`src/rtl/vending_machine_fsm.sv`:
```
// Coin-operated vending controller: 15-unit product, 5/10-unit coins, registered pulse outputs.
// Optional idle-credit refund is compiled in when VENDING_REFUND_EN is defined.
module vending_machine_fsm #(
    parameter int unsigned IDLE_CYCLES = 1
) (
    input  logic       clk,
    input  logic       rst,
    input  logic [1:0] data,
    output logic [1:0] change,
    output logic       product
);

    typedef enum logic [1:0] {
        S0  = 2'b00,
        S5  = 2'b01,
        S10 = 2'b10
    } state_e;

    typedef enum logic [1:0] {
        COIN_NONE    = 2'b00,
        COIN_5       = 2'b01,
        COIN_10      = 2'b10,
        COIN_INVALID = 2'b11
    } coin_e;

    typedef enum logic [1:0] {
        CHG_NONE = 2'b00,
        CHG_5    = 2'b01,
        CHG_10   = 2'b10
    } change_e;

    if (IDLE_CYCLES < 1 || IDLE_CYCLES > 15) begin : g_idle_cycles_range
        $error("vending_machine_fsm: IDLE_CYCLES must be in 1..15");
    end

    state_e  state_q, state_d;
    change_e change_q, change_d;
    logic    product_q, product_d;
    coin_e   coin;

    assign coin = coin_e'(data);

`ifdef VENDING_REFUND_EN
    localparam logic [3:0] IDLE_LAST = 4'(IDLE_CYCLES - 1);

    logic [3:0] idle_cnt_q, idle_cnt_d;

    always_ff @(posedge clk or posedge rst) begin
        if (rst) begin
            idle_cnt_q <= '0;
        end else begin
            idle_cnt_q <= idle_cnt_d;
        end
    end
`endif

    always_ff @(posedge clk or posedge rst) begin
        if (rst) begin
            state_q   <= S0;
            change_q  <= CHG_NONE;
            product_q <= 1'b0;
        end else begin
            state_q   <= state_d;
            change_q  <= change_d;
            product_q <= product_d;
        end
    end

    always_comb begin
        state_d   = state_q;
        change_d  = CHG_NONE;
        product_d = 1'b0;
`ifdef VENDING_REFUND_EN
        idle_cnt_d = idle_cnt_q;
`endif

        unique case (coin)
            COIN_5: begin
`ifdef VENDING_REFUND_EN
                idle_cnt_d = '0;
`endif
                unique case (state_q)
                    S0:  state_d = S5;
                    S5:  state_d = S10;
                    S10: begin
                        state_d   = S0;
                        product_d = 1'b1;
                    end
                    default: state_d = S0;
                endcase
            end

            COIN_10: begin
`ifdef VENDING_REFUND_EN
                idle_cnt_d = '0;
`endif
                unique case (state_q)
                    S0: state_d = S10;
                    S5: begin
                        state_d   = S0;
                        product_d = 1'b1;
                    end
                    S10: begin
                        state_d   = S0;
                        product_d = 1'b1;
                        change_d  = CHG_5;
                    end
                    default: state_d = S0;
                endcase
            end

            COIN_NONE: begin
`ifdef VENDING_REFUND_EN
                // Credit is returned as the coin that matches it; counter resets with S0.
                if (state_q == S0) begin
                    idle_cnt_d = '0;
                end else if (idle_cnt_q == IDLE_LAST) begin
                    state_d    = S0;
                    idle_cnt_d = '0;
                    change_d   = (state_q == S5) ? CHG_5 : CHG_10;
                end else begin
                    idle_cnt_d = idle_cnt_q + 4'd1;
                end
`endif
            end

            default: begin
                // Invalid coin: credit and idle count held, nothing dispensed.
            end
        endcase
    end

    assign change  = change_q;
    assign product = product_q;

endmodule

```
`config.mk`:
```
export PLATFORM = sky130hd
export DESIGN_NAME = vending_machine_fsm
export DESIGN_NICKNAME = d
export VERILOG_FILES = /design/src/rtl/vending_machine_fsm.sv
export SDC_FILE = /design/constraint.sdc
export NUM_CORES = 1
export LEC_CHECK = 0
export ABC_CLOCK_PERIOD_IN_PS = 2300
export BUFFER_PORTS_ARGS = -buffer_cell sky130_fd_sc_hd__buf_2
export CAP_MARGIN = 10
export CORE_AREA = 2 2 39 41
export DETAILED_ROUTE_END_ITERATION = 7
export DIE_AREA = 0 0 41 43
export PLACE_DENSITY = 0.37
export SLEW_MARGIN = 20
export SYNTH_ARGS = -nofsm -noshare
export SYNTH_HDL_FRONTEND = slang
export SYNTH_SLANG_ARGS = --single-unit
```
`constraint.sdc`:
```
create_clock -name clk -period 2.3 [get_ports clk]
set_clock_uncertainty 0.1 [all_clocks]
set_input_delay 0.69 -clock clk [delete_from_list [all_inputs] [get_ports clk]]
set_output_delay 0.69 -clock clk [all_outputs]
set_load 0.02 [all_outputs]
```
==> flow_summary.ini <==
[run_status]
status = finished clean

[timing]
finalMaxSlewViolations = 0
fin_ws_ns = 0.7834
setup_tns_ns = 0
final-hold-violation-count = 0
setup_viol = 0
rsz0062_at_grt = no
fmax_mhz = 659.4
fin_crit_sh_pct = 65.94
period_needed_ns = 1.517

[die]
rows = 14
core_mm2 = 0.001384
ios = 7
dieArea_mm2 = 0.001763
die_height_um = 43
initial_core_util_pct = 17.54
dieWidth_um = 41

[setup_path]
critPathRequiredTime_ns = 1.51
path_class = reg -> out
crit_path_max_fanout = 1
start_kind = flop
crit_chain = buf_2
critical-path-top-delay-family = flip-flops
crit_buf_inv = 1
crit_arrival_ns = 0.73
cp_slowest_stage_delay_ns = 0.35
cp-end-kind = output pin
r2r_setup_slack_ns = 1.10
cp_slowest_cell = dfrtp_1

[routing]
antenna_left = 0
drt_iter0_markers = 0
drcViolationCount = 0
drt-total-wl_um = 345
vias = 161
dr.pass1.iters = 1
wl_per_cell_um = 7.340
avgViaCountPerCell = 3.426

[power_and_ir_drop]
vdd_drop_max_mv = 0.2958
power_uw = 284.4
leakage_nw = 0.1716
power_density_mw_per_mm2 = 939.4

[clock_network]
cts_root_buffer = clkbuf_4
insertion_delay_ns = 0.23
hold_buffers = 0
tritoncts = yes
htree_num_levels = 1
post_cts_buffers = 0
clk_path_buf_depth = 2
post_cts_resized = 0
path_clk_slew_ns = 0.04
clock-sinks = 4
cts_buffers = 3

[synthesis]
yosysTopAreaCell = dfrtp_1
ys_warn_count = 0
synth_top_area_share_pct = 41.24
syn_nets = 33
ys_seq_area_share_pct = 41.24
syn_inst = 24
syn_avg_cell_area_um2 = 10.11
syn-cell-area_um2 = 242.7
yosysUniqueCellTypes = 12
synthTopCellsByArea = dfrtp_1 (41%), ha_1 (26%), inv_1 (7.7%)
ys_ff_latch = 4

[global_route]
grt_max_degree = 6
antenna_found_initial = 0
grt_overflow_total = 0
gr-usage-all-layers_pct = 5.544
grt_first_pass_wirelength_um = 621
grt_pass1_vias = 167

[cells_and_area]
area_growth_pct = 24.74
fillers = 150
multi_input_area_um2 = 116.4
antenna_cells = 0
seq_area_um2 = 100.1
layout-drive-gt1-share_pct = 29.03
layout.nets = 42

[hold_path]
hold_class = in -> async

[placement]
post-place-ws_ns = 0.6647
routabilityCongestion = 0.6602
dp_hpwl_um = 297.8
portBuffers = 5

[run]
maxCapViolCount = 0
## Yosys cell counts
library cell and n:
a22o_1 1, a22oi_1 1, and2_2 1, buf_4 1, conb_1 1, dfrtp_1 4
ha_1 5, inv_1 5, mux2i_1 1, nand2_1 1, nor2_1 2, o21ai_1 1
## routing by layer
metal / global-route usage (%) / vias up / part of all wire, %
met5: 0 / - / 0
met4: 2.000 / 0 / 0
met3: 4.712 / 0 / 12
met2: 6.563 / 6 / 39
met1: 7.166 / 67 / 48
li1: - / 88 / -
## worst paths after layout
kind	from	cells after the start	endpoint
worst max-delay path	change[0]	1	change[0]
worst min-delay path	rst	2	state_q[1]
worst max register to register	state_q[0]	4	product
max in group asynchronous	rst	2	product
min in group clk	state_q[1]	2	state_q[1]
worst min register to register	state_q[1]	2	state_q[1]
## stage by stage
stage | cells | hold WS [ns] | util [%] | instance area, um^2
final | 47 | 0.2232 | 21.88 | 302.8
after global routing | 47 | 0.2313 | 21.88 | 302.8
after CTS | 47 | 0.2192 | 21.88 | 302.8
after detailed placement | 44 | 0.4324 | 20.25 | 280.3
after global placement | 44 | 0.4449 | 20.25 | 280.3
after floorplan | 24 | 0.3561 | - | 242.7
## power by group
part	leakage [nW]	internal, mW	total [mW]	switching (mW)
combinational	0.105	0.0422	0.0936	0.0514
sequential	0.0529	0.0920	0.106	0.0140
clock	0.0138	0.0582	0.0849	0.0267
total	0.172	0.192	0.284	0.0921
## cells by family (layout without fill, tap and decap cells)
group / Yosys count / in the layout / share of synthesized area [%]
adder cells (fa/ha/maj): 5 / 5 / 25.77
buffers and inverters: 6 / 13 / 10.83
AO/OA/AOI/OAI: 3 / 3 / 8.763
multiplexers: 1 / 1 / 4.124
AND/OR/NAND/NOR: 4 / 4 / 7.733
flip-flops: 4 / 4 / 41.24
other: 1 / 1 / 1.545
## cell usage in the layout, fill, tap and decap left out
master	netlist	final
a22o_1	1	1
dfrtp_1	4	4
clkbuf_4	0	3
mux2i_1	1	1
o21ai_1	1	1
nand2_1	1	1
ha_1	5	5
nor2_1	2	2
a22oi_1	1	1
inv_1	5	5
conb_1	1	1
and2_2	1	1
buf_2	0	5
## registers in the layout, indices dropped and copies added (netlist names)
name and flops:
state_q 2, change 1, product 1
## cell type report
class | instances | share of cell area, %
clock buffer | 3 | 7.438
inverter | 5 | 6.198
multi-input combinational | 14 | 38.43
sequential | 4 | 33.06
tap | 16 | 6.612
timing repair buffer | 5 | 8.264
(Power assumes the default switching activity.)
